==> src/rtl/rate_meter_pkg.sv <==
// rtl/rate_meter_pkg.sv - shared types, widths and default window helper for the rate meter
package rate_meter_pkg;

    localparam int RES_WIDTH = 32;

    typedef enum logic [1:0] {
        ST_IDLE,
        ST_SELECT,
        ST_MEASURE,
        ST_REPORT
    } rm_state_e;

    // One second worth of clock ticks for a clock given in MHz.
    function automatic logic [RES_WIDTH-1:0] default_window(input int unsigned clk_mhz);
        return RES_WIDTH'(clk_mhz * 32'd1000000);
    endfunction

endpackage

==> src/rtl/rate_meter_scheduler_if.sv <==
// rtl/rate_meter_scheduler_if.sv - per-channel result handshake between scheduler and consumer
interface rate_meter_scheduler_if
    import rate_meter_pkg::*;
#(
    parameter int CH_W = 2
);
    logic                 res_valid;
    logic                 res_ready;
    logic [CH_W-1:0]      res_ch;
    logic [RES_WIDTH-1:0] res_count;
    logic                 res_ovf;

    modport master (
        output res_valid,
        output res_ch,
        output res_count,
        output res_ovf,
        input  res_ready
    );

    modport slave (
        input  res_valid,
        input  res_ch,
        input  res_count,
        input  res_ovf,
        output res_ready
    );
endinterface

==> src/rtl/rate_gate_counter.sv <==
// rtl/rate_gate_counter.sv - gated saturating strobe counter with sticky overflow flag
module rate_gate_counter
    import rate_meter_pkg::*;
#(
    // Value loaded on clear; non-zero only to shorten saturation runs in simulation.
    parameter logic [RES_WIDTH-1:0] CLR_VAL = '0
) (
    input  logic                 clk_i,
    input  logic                 rst_i,
    input  logic                 clr,
    input  logic                 en,
    input  logic                 inc,
    output logic [RES_WIDTH-1:0] count,
    output logic                 ovf
);

    // Count enabled strobes; an increment attempted at all-ones holds the value and flags overflow.
    always_ff @(posedge clk_i) begin
        if (rst_i) begin
            count <= '0;
            ovf   <= 1'b0;
        end else if (clr) begin
            count <= CLR_VAL;
            ovf   <= 1'b0;
        end else if (en && inc) begin
            if (count == '1) begin
                ovf <= 1'b1;
            end else begin
                count <= count + RES_WIDTH'(1);
            end
        end
    end

endmodule

==> src/rtl/rate_meter_scheduler.sv <==
// rtl/rate_meter_scheduler.sv - sweeps enabled channels through one shared gated counter
module rate_meter_scheduler
    import rate_meter_pkg::*;
#(
    parameter int                   CH_NUM      = 4,
    parameter int                   CLK_MHZ_VAL = 100,
    parameter logic [RES_WIDTH-1:0] CNT_PRELOAD = '0
) (
    input  logic                   clk_i,
    input  logic                   s_rst_n_i,
    input  logic [CH_NUM-1:0]      data_valid_i,
    input  logic [CH_NUM-1:0]      ch_mask_i,
    input  logic [RES_WIDTH-1:0]   win_ticks_i,
    input  logic                   continuous_i,
    input  logic                   start_i,
    input  logic                   stop_i,
    output logic                   busy_o,
    rate_meter_scheduler_if.master res_if
);

    localparam int CH_W  = (CH_NUM > 1) ? $clog2(CH_NUM) : 1;
    localparam int PTR_W = $clog2(CH_NUM + 1);
    localparam logic [RES_WIDTH-1:0] DEF_WIN = default_window(CLK_MHZ_VAL);

    rm_state_e            state_q, state_d;
    logic [PTR_W-1:0]     ptr_q, ptr_d;
    logic [CH_W-1:0]      ch_q, ch_d;
    logic [CH_NUM-1:0]    mask_q, mask_d;
    logic [RES_WIDTH-1:0] win_q, win_d;
    logic [RES_WIDTH-1:0] tick_q, tick_d;
    logic                 cont_q, cont_d;
    logic                 stop_pend_q, stop_pend_d;

    logic                 pick_found;
    logic [CH_W-1:0]      pick_ch;
    logic [RES_WIDTH-1:0] win_sel;
    logic                 cnt_clr, cnt_en;
    logic [RES_WIDTH-1:0] cnt_count;
    logic                 cnt_ovf;

    assign win_sel = (win_ticks_i == '0) ? DEF_WIN : win_ticks_i;

    // Lowest enabled channel at or above the sweep pointer (scan downwards so the lowest wins).
    always_comb begin
        pick_found = 1'b0;
        pick_ch    = '0;
        for (int i = CH_NUM - 1; i >= 0; i--) begin
            if (mask_q[i] && (PTR_W'(i) >= ptr_q)) begin
                pick_found = 1'b1;
                pick_ch    = CH_W'(i);
            end
        end
    end

    // Next-state, configuration latching and counter control.
    always_comb begin
        state_d     = state_q;
        ptr_d       = ptr_q;
        ch_d        = ch_q;
        mask_d      = mask_q;
        win_d       = win_q;
        tick_d      = tick_q;
        cont_d      = cont_q;
        stop_pend_d = stop_pend_q;
        cnt_clr     = 1'b0;
        cnt_en      = 1'b0;
        case (state_q)
            ST_IDLE: begin
                if (start_i && !stop_i && (ch_mask_i != '0)) begin
                    mask_d      = ch_mask_i;
                    win_d       = win_sel;
                    cont_d      = continuous_i;
                    ptr_d       = '0;
                    stop_pend_d = 1'b0;
                    state_d     = ST_SELECT;
                end
            end
            ST_SELECT: begin
                if (stop_i) begin
                    state_d = ST_IDLE;
                end else if (pick_found) begin
                    ch_d    = pick_ch;
                    tick_d  = '0;
                    cnt_clr = 1'b1;
                    state_d = ST_MEASURE;
                end else if (cont_q) begin
                    mask_d = ch_mask_i;
                    win_d  = win_sel;
                    ptr_d  = '0;
                    if (ch_mask_i == '0) begin
                        state_d = ST_IDLE;
                    end
                end else begin
                    state_d = ST_IDLE;
                end
            end
            ST_MEASURE: begin
                if (stop_i) begin
                    state_d = ST_IDLE;
                end else begin
                    cnt_en = 1'b1;
                    tick_d = tick_q + RES_WIDTH'(1);
                    if (tick_q == win_q - RES_WIDTH'(1)) begin
                        ptr_d   = PTR_W'(ch_q) + PTR_W'(1);
                        state_d = ST_REPORT;
                    end
                end
            end
            ST_REPORT: begin
                if (stop_i) begin
                    stop_pend_d = 1'b1;
                end
                if (res_if.res_ready) begin
                    stop_pend_d = 1'b0;
                    state_d     = (stop_pend_q || stop_i) ? ST_IDLE : ST_SELECT;
                end
            end
            default: state_d = ST_IDLE;
        endcase
    end

    // State and latched configuration registers.
    always_ff @(posedge clk_i) begin
        if (s_rst_n_i) begin
            state_q     <= ST_IDLE;
            ptr_q       <= '0;
            ch_q        <= '0;
            mask_q      <= '0;
            win_q       <= '0;
            tick_q      <= '0;
            cont_q      <= 1'b0;
            stop_pend_q <= 1'b0;
        end else begin
            state_q     <= state_d;
            ptr_q       <= ptr_d;
            ch_q        <= ch_d;
            mask_q      <= mask_d;
            win_q       <= win_d;
            tick_q      <= tick_d;
            cont_q      <= cont_d;
            stop_pend_q <= stop_pend_d;
        end
    end

    rate_gate_counter #(
        .CLR_VAL (CNT_PRELOAD)
    ) u_cnt (
        .clk_i (clk_i),
        .rst_i (s_rst_n_i),
        .clr   (cnt_clr),
        .en    (cnt_en),
        .inc   (data_valid_i[ch_q]),
        .count (cnt_count),
        .ovf   (cnt_ovf)
    );

    // Result fields read as zero outside REPORT so a stale count never leaks out.
    always_comb begin
        busy_o           = (state_q != ST_IDLE);
        res_if.res_valid = (state_q == ST_REPORT);
        res_if.res_ch    = res_if.res_valid ? ch_q : '0;
        res_if.res_count = res_if.res_valid ? cnt_count : '0;
        res_if.res_ovf   = res_if.res_valid & cnt_ovf;
    end

endmodule

==> src/flat_wrapper.sv <==
// flat-port wrapper written by rule: the top's interface ports become plain ports
module rate_meter_scheduler_flat import rate_meter_pkg::*;
#(
    parameter int                   CH_NUM      = 4,
    parameter int                   CLK_MHZ_VAL = 100,
    parameter logic [RES_WIDTH-1:0] CNT_PRELOAD = '0
)
  (clk_i, s_rst_n_i, data_valid_i, ch_mask_i, win_ticks_i, continuous_i, start_i, stop_i, busy_o, res_if_res_valid, res_if_res_ch, res_if_res_count, res_if_res_ovf, res_if_res_ready);
  rate_meter_scheduler_if #(.CH_W(2)) res_if_i ();
  input  logic clk_i;
  input  logic s_rst_n_i;
  input  logic [CH_NUM-1:0] data_valid_i;
  input  logic [CH_NUM-1:0] ch_mask_i;
  input  logic [RES_WIDTH-1:0] win_ticks_i;
  input  logic continuous_i;
  input  logic start_i;
  input  logic stop_i;
  output logic busy_o;
  output wire logic [$bits(res_if_i.res_valid)-1:0] res_if_res_valid;
  output wire logic [$bits(res_if_i.res_ch)-1:0] res_if_res_ch;
  output wire logic [$bits(res_if_i.res_count)-1:0] res_if_res_count;
  output wire logic [$bits(res_if_i.res_ovf)-1:0] res_if_res_ovf;
  input wire logic [$bits(res_if_i.res_ready)-1:0] res_if_res_ready;
  assign res_if_res_valid = res_if_i.res_valid;
  assign res_if_res_ch = res_if_i.res_ch;
  assign res_if_res_count = res_if_i.res_count;
  assign res_if_res_ovf = res_if_i.res_ovf;
  assign res_if_i.res_ready = res_if_res_ready;
  rate_meter_scheduler #(.CH_NUM(CH_NUM), .CLK_MHZ_VAL(CLK_MHZ_VAL), .CNT_PRELOAD(CNT_PRELOAD)) u_core (.clk_i(clk_i), .s_rst_n_i(s_rst_n_i), .data_valid_i(data_valid_i), .ch_mask_i(ch_mask_i), .win_ticks_i(win_ticks_i), .continuous_i(continuous_i), .start_i(start_i), .stop_i(stop_i), .busy_o(busy_o), .res_if(res_if_i));
endmodule
==> config.mk <==
export PLATFORM = sky130hd
export DESIGN_NAME = rate_meter_scheduler_flat
export DESIGN_NICKNAME = d
export VERILOG_FILES = /design/src/rtl/rate_meter_pkg.sv /design/src/rtl/rate_meter_scheduler_if.sv /design/src/rtl/rate_gate_counter.sv /design/src/rtl/rate_meter_scheduler.sv /design/src/flat_wrapper.sv
export SDC_FILE = /design/constraint.sdc
export NUM_CORES = 1
export LEC_CHECK = 0
export ABC_AREA = 1
export CAP_MARGIN = 10
export CORE_ASPECT_RATIO = 1.5
export CORE_MARGIN = 1
export CORE_UTILIZATION = 30
export DETAILED_ROUTE_END_ITERATION = 8
export HOLD_SLACK_MARGIN = 0.15
export PLACE_DENSITY = 0.51
export SYNTH_ARGS = -nofsm -noshare
export SYNTH_HDL_FRONTEND = slang
export SYNTH_SLANG_ARGS = --single-unit
==> constraint.sdc <==
create_clock -name clk_i -period 2.05 [get_ports clk_i]
set_clock_uncertainty 0.15 [all_clocks]
set_input_delay 0.3075 -clock clk_i [delete_from_list [all_inputs] [get_ports clk_i]]
set_output_delay 0.3075 -clock clk_i [all_outputs]
set_load 0.01 [all_outputs]
## Word level (Yosys, flattened, before mapping)

Cells that the tools add are included.
Widths: inputs -> output; s select.

- Output and inout port bits: 37
- Logic and storage cells: 119
- Bits in registers: 110

- Add/subtract/negate cells: 4
- Order comparisons: 5
- Reductions and logical operators: 28
- Mux-type cells: 53
- Equal/unequal tests: 16
- Bitwise gates (word level): 3

Operators by type and width:

| kind | count |
|---|---|
| $mux 32 | 9 |
| $pmux 32 s2 | 2 |
| $add 32x1->32 const B | 2 |
| $eq 32x32->1 | 1 |
| $eq 32x32->1 const B | 1 |
| $logic_not 32->1 | 1 |
| $sub 32x1->32 const B | 1 |
| $mux 2 | 13 |
| $mux 3 | 6 |
| $mux 4 | 4 |
| $mux 1 | 14 |
| $ne 2x1->1 const B | 5 |
| $pmux 3 s3 | 1 |
| $pmux 2 s4 | 1 |
| $pmux 4 s2 | 1 |
| $reduce_and 4->1 | 2 |
| $reduce_bool 2->1 | 4 |
| $logic_and 1x1->1 | 7 |
| $reduce_and 7->1 | 1 |
| $ge 1x3->1 const A | 2 |
| $ge 2x3->1 const A | 2 |
| $ne 2x2->1 const B | 3 |
| $ne 3x2->1 const B | 2 |
| $reduce_and 2->1 | 3 |
| other kinds (18) | 21 |

## Longest topological paths before layout

- Word-level depth: 10
- Depth in mapped cells: 18
- Depth with buffers taken out: 18

## Modules after synthesis

From an unflattened synthesis, not the netlist that was laid out.

- Cells, all modules: 1260
- Area, all modules: 7586.0 µm²

By module, submodules not included:

| module | area an instance (µm²) | seq. area each (µm²) | cells an instance | times used |
|---|---|---|---|---|
| rate_meter_scheduler | 5542.8 | 1541.5 | 915 | 1 |
| rate_gate_counter | 2043.2 | 660.6 | 345 | 1 |

## Least setup slack after synthesis

Ideal clock, no wire load.

- Path kind: flip-flop to flip-flop
- Start: reg u_core.win_q[0]
- End: reg u_core.ptr_q[0]
- Setup time: 0.113 ns
- Period minus slack after synthesis: 2.022 ns
- Cell stages (with the launch flop): 18
- Path buffers: 0
- Arrival: 1.759 ns
- Path slack: 0.028 ns
- Path through: dfxtp_1 -> inv_2 -> ha_1 -> nand2_2 -> nor2_8 -> nand2_4 -> nor2_2 -> nand2_1 -> nand2_1 -> nand2_1 -> inv_1 -> nand2_1 -> nor2_1 -> nand3_2 -> nand2_2 -> nand2_2 -> nor2_1 -> nor2_1

- Word-level cells in the longest chain between the ends: 4

Ends and longest elaborated chain:

| item | line | source |
|---|---|---|
| start: declaration | rate_meter_scheduler.sv:29 | `logic [RES_WIDTH-1:0] win_q, win_d;` |
| start signal: assignment | rate_meter_scheduler.sv:138 | `win_q <= win_d;` |
| $sub 32x1->32 | rate_meter_scheduler.sv:103 | `if (tick_q == win_q - RES_WIDTH'(1)) begin` |
| $eq 32x32->1 | rate_meter_scheduler.sv:103 |  |
| $ne 2x1->1 (no source line) | -- |  |
| $reduce_and 7->1 (no source line) | -- |  |
| end signal: assignment | rate_meter_scheduler.sv:135 | `ptr_q <= ptr_d;` |
| end: declaration | rate_meter_scheduler.sv:26 | `logic [PTR_W-1:0] ptr_q, ptr_d;` |

No other way between the ends.
A chain may end at the register's enable or synchronous reset.

## Worst setup path in the final report

- Start: reg u_core.win_q[1]
- End: reg u_core.ptr_q[2]

The elaborated chain is that of the path after synthesis.

==> out/metrics.yaml <==
die:
  start_util: 0.306
  die_area_sq_mm: 0.0248
  ios: 83
  rows: 69
  coreArea_sq_mm: 0.0237
  die_w_um: 129
  fp.dieH_um: 192
placement:
  dp_hpwl_um: 20500
  dp.cells: 1768
  portBuffers: 82
  globalplace.congestion: 0.920
  pre_cts_slack_ns: -0.654
worst_setup_path:
  required_ns: 2.21
  endpoint_kind: "flop"
  rr_worst_depth: 17
  reg2reg_slack_ns: -0.10
  start_kind: "flop"
  arrival_ns: 2.31
  critPathMaxFanout: 5
  criticalPathCategory: "flop to flop"
detailed_routing:
  drtPass1Iterations: 7
  wl_per_cell_um: 14.7
  via_count: 8496
  wirelength_um: 26600
  final_antenna_net_count: 0
  drt-vias-per-instance: 4.69
  dr.first_iter.drc_count: 349
  drc: 0
yosys:
  synthDistinctLibCells: 49
  synth_area_per_cell_sq_um: 6.34
  synth_edf_count: 0
  synth_cells: 1142
  async_reset_ff_frac: 0
  syn_area_sq_mm: 0.00724
  synth.top_cells.by_area: "dfxtp_1 (30%), nand2_1 (13%), nor2_1 (9.4%), a21oi_1 (6.2%), inv_1 (6.1%)"
  yosysSeqAreaShare: 0.304
  synth-seq-cells: 110
  synth_top_area_frac: 0.304
  synth_flop_cell: "dfxtp_1"
  synthesis.nets: 1192
  synth_top_area_cell: "dfxtp_1"
  synth_warnings: 0
sta:
  period_share: 1.05
  slew_headroom: 0.740
  setup_viol: 7
  max_slew.worst_pin.slew_ns: 0.388
  finalHoldViolations: 0
  whs_ns: 0.131
  worst_slack_ns: -0.103
  grt_setup_unrepaired: "true"
  fin_crit_ns: 2.15
  slew_viol_final: 0
  fmax_mhz: 465
cells_and_area:
  antenna_cells: 0
  final-instance-count-excl-fill: 1810
  final_util: 0.491
  drive_gt1_frac: 0.351
  syn_to_final_growth_pct: 60.3
  fin_nets: 1536
worst_hold_path:
  worst_hold_path_type: "input port to flop"
  min_path_cells: 3
outcome:
  outcome: "complete, but fails checks"
  violations: "setup timing"
pwr:
  ir_worst_vdd_v: 0.000507
  leakage_nw: 5.05
  p_per_area_mw_per_mm2: 1010
  total_power_mw: 11.7
global_route:
  antenna_found_initial: 0
  grt_pass1_vias: 8435
  grt_usage: 0.217
  globalRouteOverflowTotal: 0
  grt_first_pass_wirelength_um: 41000
  grt_max_degree: 26
run:
  maxCapViolCount: 0
clocking:
  clkTransAtPathRegs_ns: 0.08
  cts-root-buf: "clkbuf_16"
  cts_max_level: 3
  clock_latency_ns: 0.38
  cts_sinks: 110
  numCtsBuffers: 9
  tritoncts: "built"
  ctsLongestPathBuffers: 2
-- cell type report --
type,instances,area (sq um)
clock buffers,9,225
well taps,319,399
clock inverters,7,95.1
multi-input cells,864,5010
inverters,131,502
flip-flops and latches,110,2260
fillers,2438,12000
repair buffers,370,3110
-- routing by layer --
metal | up-vias | global-route usage | routed length (um)
met4 | 0 | 0.119 | 1220
met3 | 57 | 0.0288 | 672
met1 | 3883 | 0.213 | 10100
met2 | 165 | 0.428 | 14600
met5 | - | 0 | 0
li1 | 4391 | - | -
-- critical path, cell delays in order, from the launching register on --
cell	delay [ns]
dfxtp_2	0.33
buf_6	0.11
nor2_4	0.10
nand2_4	0.09
nor2_8	0.16
buf_6	0.13
nand3_2	0.07
nand2_2	0.07
nand2_2	0.05
nor2_1	0.11
nand3_1	0.11
nor2_2	0.13
nand3_4	0.12
nand2_4	0.09
nand2_4	0.05
nand2_1	0.06
nand2_1	0.04
nor2_1	0.09
-- stage by stage --
step                TNS, ns  instance area [sq um]
floorplan                 0                   7240
global placement     -20.53                  10300
detailed placement   -20.99                  10300
CTS                  -0.538                  10900
global route          -2.01                  11600
finish               -0.394                  11600
-- repair_timing --
action / in CTS / in global routing
setup endpoints to repair: 63 / 92
pin swaps: 31 / 75
hold buffers: 0 / 1
gates resized for setup: 103 / 173
hold endpoints to repair: 0 / 1
setup buffers: 7 / 17
gates cloned: 1 / 2
-- cell families (layout without fill, tap and decap cells) --
logic type / Yosys count / after routing / share of synthesized area
flops: 110 / 110 / 0.304
simple gates: 635 / 635 / 0.406
xor+xnor: 54 / 54 / 0.0653
fa+ha+maj: 4 / 4 / 0.00691
compound gates: 171 / 171 / 0.128
buf+inv: 168 / 517 / 0.0904
-- where the power goes --
part | total, mW | internal, mW | leakage, nW | switching (mW)
combinational | 6.87 | 3.15 | 3.98 | 3.72
sequential | 2.83 | 2.45 | 0.910 | 0.375
clock | 1.98 | 1.08 | 0.156 | 0.900
-- final timing paths --
kind | start | to
min reg2reg | u_core.mask_q[3]$_SDFFE_PP0P_ | u_core.mask_q[3]$_SDFFE_PP0P_
min | win_ticks_i[26] | u_core.win_q[26]$_SDFFE_PP0P_
max reg2reg | u_core.win_q[1]$_SDFFE_PP0P_ | u_core.ptr_q[2]$_SDFFE_PP0P_
max | u_core.win_q[1]$_SDFFE_PP0P_ | u_core.ptr_q[2]$_SDFFE_PP0P_
-- synthesized netlist by cell type (4+ instances only) --
| library cell | n |
|---|---|
| a211oi_1 | 5 |
| a21oi_1 | 90 |
| buf_2 | 8 |
| clkbuf_1 | 25 |
| dfxtp_1 | 110 |
| ha_1 | 4 |
| inv_1 | 118 |
| inv_2 | 9 |
| nand2_1 | 258 |
| nand2_2 | 13 |
| nand2_4 | 4 |
| nand3_1 | 35 |
| nand3b_1 | 5 |
| nand4_1 | 36 |
| nor2_1 | 182 |
| nor2_2 | 17 |
| nor2_4 | 9 |
| nor3_1 | 38 |
| nor3_2 | 6 |
| nor4_1 | 18 |
| o21ai_0 | 50 |
| o21ai_1 | 10 |
| o21bai_1 | 4 |
| xnor2_1 | 19 |
| xor2_1 | 35 |
-- flip-flops by register name, indices dropped and copies added, names as in the netlist --
register	flops
u_core.tick_q	32
u_core.u_cnt.count	32
u_core.win_q	32
u_core.mask_q	4
u_core.ptr_q	3
u_core.ch_q	2
u_core.state_q	2
u_core.cont_q	1
u_core.stop_pend_q	1
u_core.u_cnt.ovf	1
-- cells in the final DEF, fill, tap and decap left out, drive strengths merged, types with 5 or more instances in the layout --
cell           count
nor4              19
buf              285
a211oi             5
nand2            275
nand3             39
dlygate4sd2       40
xor2              35
inv              131
o21ai             60
clkdlybuf4s50     39
nand4             36
a21oi             92
nor2             210
nor3              44
clkbuf            11
dfxtp            110
nand3b             5
xnor2             19
Power figures use the tool's default switching activity.
==> edit (config.mk and constraints unchanged) <==
Reset style: asynchronous (`rst_i` and `s_rst_n_i`), changed in 2 clocked blocks.
--- a/src/rtl/rate_gate_counter.sv
+++ b/src/rtl/rate_gate_counter.sv
@@ -15,7 +15,7 @@
 );
 
     // Count enabled strobes; an increment attempted at all-ones holds the value and flags overflow.
-    always_ff @(posedge clk_i) begin
+    always_ff @(posedge clk_i or posedge rst_i) begin
         if (rst_i) begin
             count <= '0;
             ovf   <= 1'b0;
--- a/src/rtl/rate_meter_scheduler.sv
+++ b/src/rtl/rate_meter_scheduler.sv
@@ -120,7 +120,7 @@
     end
 
     // State and latched configuration registers.
-    always_ff @(posedge clk_i) begin
+    always_ff @(posedge clk_i or posedge s_rst_n_i) begin
         if (s_rst_n_i) begin
             state_q     <= ST_IDLE;
             ptr_q       <= '0;
Check against the original RTL: differs if s_rst_n_i is asserted again (counterexample within 4 cycles, from zero or initial values and one cycle with s_rst_n_i high); with s_rst_n_i held inactive, the same outputs for 10 cycles.
==> edit against the original RTL <==
The run still ends with setup timing left; area after synthesis is 3.2% higher; sequential cell count did not move; non-clock buffer count decreased by 39; die area grew 3.2%; total power is 3.2% higher; clock power fell by 9%; setup slack worse by 0.099 ns; largest power group unchanged; routed wire length shrank 5.3%; cell count fell by 4.4%; first-iteration DRC count down 31%; synthesized cell count fell by 5.5%; design area is 0.72% lower.
==> edit: results (changes against the original RTL) <==
<table>
<tr><th>Metric</th><th>Value</th></tr>
<tr><th colspan="2">Cells and area</th></tr>
<tr><td>Number of nets in the layout</td><td>1452 (was 1536)</td></tr>
<tr><th colspan="2">Yosys</th></tr>
<tr><td>Most numerous cell types in the synthesized netlist</td><td>sky130_fd_sc_hd__nand2_1 (279), sky130_fd_sc_hd__nor2_1 (165), sky130_fd_sc_hd__inv_1 (131), sky130_fd_sc_hd__dfrtp_1 (110), sky130_fd_sc_hd__o21ai_0 (52) (was sky130_fd_sc_hd__nand2_1 (258), sky130_fd_sc_hd__nor2_1 (182), sky130_fd_sc_hd__inv_1 (118), sky130_fd_sc_hd__dfxtp_1 (110), sky130_fd_sc_hd__a21oi_1 (90))</td></tr>
<tr><td>Synth top area cells</td><td>sky130_fd_sc_hd__dfrtp_1 (37%), sky130_fd_sc_hd__nand2_1 (14%), sky130_fd_sc_hd__nor2_1 (8.3%), sky130_fd_sc_hd__inv_1 (6.6%), sky130_fd_sc_hd__xor2_1 (4.0%) (was sky130_fd_sc_hd__dfxtp_1 (30%), sky130_fd_sc_hd__nand2_1 (13%), sky130_fd_sc_hd__nor2_1 (9.4%), sky130_fd_sc_hd__a21oi_1 (6.2%), sky130_fd_sc_hd__inv_1 (6.1%))</td></tr>
<tr><td>Arithmetic-cell share of the synthesized area counting full adders, half adders and majority gates</td><td>0.00670 (was 0.00691)</td></tr>
<tr><td>Synthesized-area fraction occupied by ao, oa, aoi and oai cells</td><td>0.0881 (was 0.128)</td></tr>
<tr><th colspan="2">Outcome</th></tr>
<tr><td>Violations in the final reports</td><td>setup timing (unchanged)</td></tr>
<tr><td>Result of the run</td><td>complete, but fails checks (unchanged)</td></tr>
<tr><th colspan="2">Power</th></tr>
<tr><td>Leakage power total</td><td>5.46 nW (was 5.05 nW)</td></tr>
<tr><td>Switching power summed over all nets</td><td>0.00518 W (was 0.00499 W)</td></tr>
<tr><th colspan="2">STA</th></tr>
<tr><td>Final Setup Violations</td><td>33 (was 7)</td></tr>
<tr><td>Sum of negative setup slack</td><td>-1.46 ns (was -0.394 ns)</td></tr>
<tr><td>Final worst slack</td><td>-0.202 ns (was -0.103 ns)</td></tr>
<tr><th colspan="2">Drt</th></tr>
<tr><td>Drt pass-1 iters</td><td>4 (was 7)</td></tr>
<tr><td>Vias after detailed routing</td><td>8128 (was 8496)</td></tr>
<tr><td>Number of design-rule violations left by the first detailed-router iteration</td><td>242 (was 349)</td></tr>
<tr><th colspan="2">Critical path</th></tr>
<tr><td>Data arrival, critical path</td><td>2.36 ns (was 2.31 ns)</td></tr>
<tr><td>Maximum fanout encountered on the critical timing path</td><td>4 (was 5)</td></tr>
<tr><th colspan="2">Global route</th></tr>
<tr><td>Maximum number of pins on one net before global-route repair</td><td>34 (was 26)</td></tr>
<tr><th colspan="2">Placed design</th></tr>
<tr><td>Estimated wirelength of the detail-placed design</td><td>19400 µm (was 20500 µm)</td></tr>
<tr><td>Worst setup slack after placement</td><td>-0.548 ns (was -0.654 ns)</td></tr>
</table>
-- edit: per-layer routing --
layer / GRT usage / up-vias
met5: 0 / -
met4: 0.0920 / 0
met3: 0.0162 / 59
met2: 0.391 / 136
met1: 0.208 / 3814
li1: - / 4119
-- edit: critical path, cell delays in order (launching register included) --
cell	delay [ns]
sky130_fd_sc_hd__dfrtp_2	0.46
sky130_fd_sc_hd__nor2_1	0.15
sky130_fd_sc_hd__nand2_1	0.13
sky130_fd_sc_hd__nor2_2	0.16
sky130_fd_sc_hd__nand2_1	0.07
sky130_fd_sc_hd__nor2_1	0.13
sky130_fd_sc_hd__xor2_1	0.17
sky130_fd_sc_hd__nand3_1	0.12
sky130_fd_sc_hd__nor2_2	0.17
sky130_fd_sc_hd__nand3_2	0.14
sky130_fd_sc_hd__nand2_2	0.12
sky130_fd_sc_hd__nand2_2	0.07
sky130_fd_sc_hd__nand2_1	0.06
sky130_fd_sc_hd__nand2_1	0.04
-- edit: layout make-up --
type                       count  area [µm²]  share of cell area
multi-input combinational    812        4760               0.413
sequential                   110        2770               0.241
timing repair buffer         331        2770               0.240
inverter                     138         534              0.0464
tap                          324         405              0.0352
clock buffer                  10         239              0.0207
clock inverter                 5        50.0             0.00434
-- edit: final timing paths --
path	end	startpoint	cells past startpoint	slack (ns)
worst max-delay path	u_core.ptr_q[2]	u_core.win_q[17]	13	-0.20
worst min-delay path	u_core.u_cnt.count[2]	s_rst_n_i	2	0.19
worst max register to register	u_core.ptr_q[2]	u_core.win_q[17]	13	-0.20
worst min register to register	u_core.mask_q[0]	u_core.mask_q[0]	2	0.34
max in group asynchronous	u_core.tick_q[2]	s_rst_n_i	3	0.99
min in group clk_i	u_core.stop_pend_q	stop_i	4	0.33
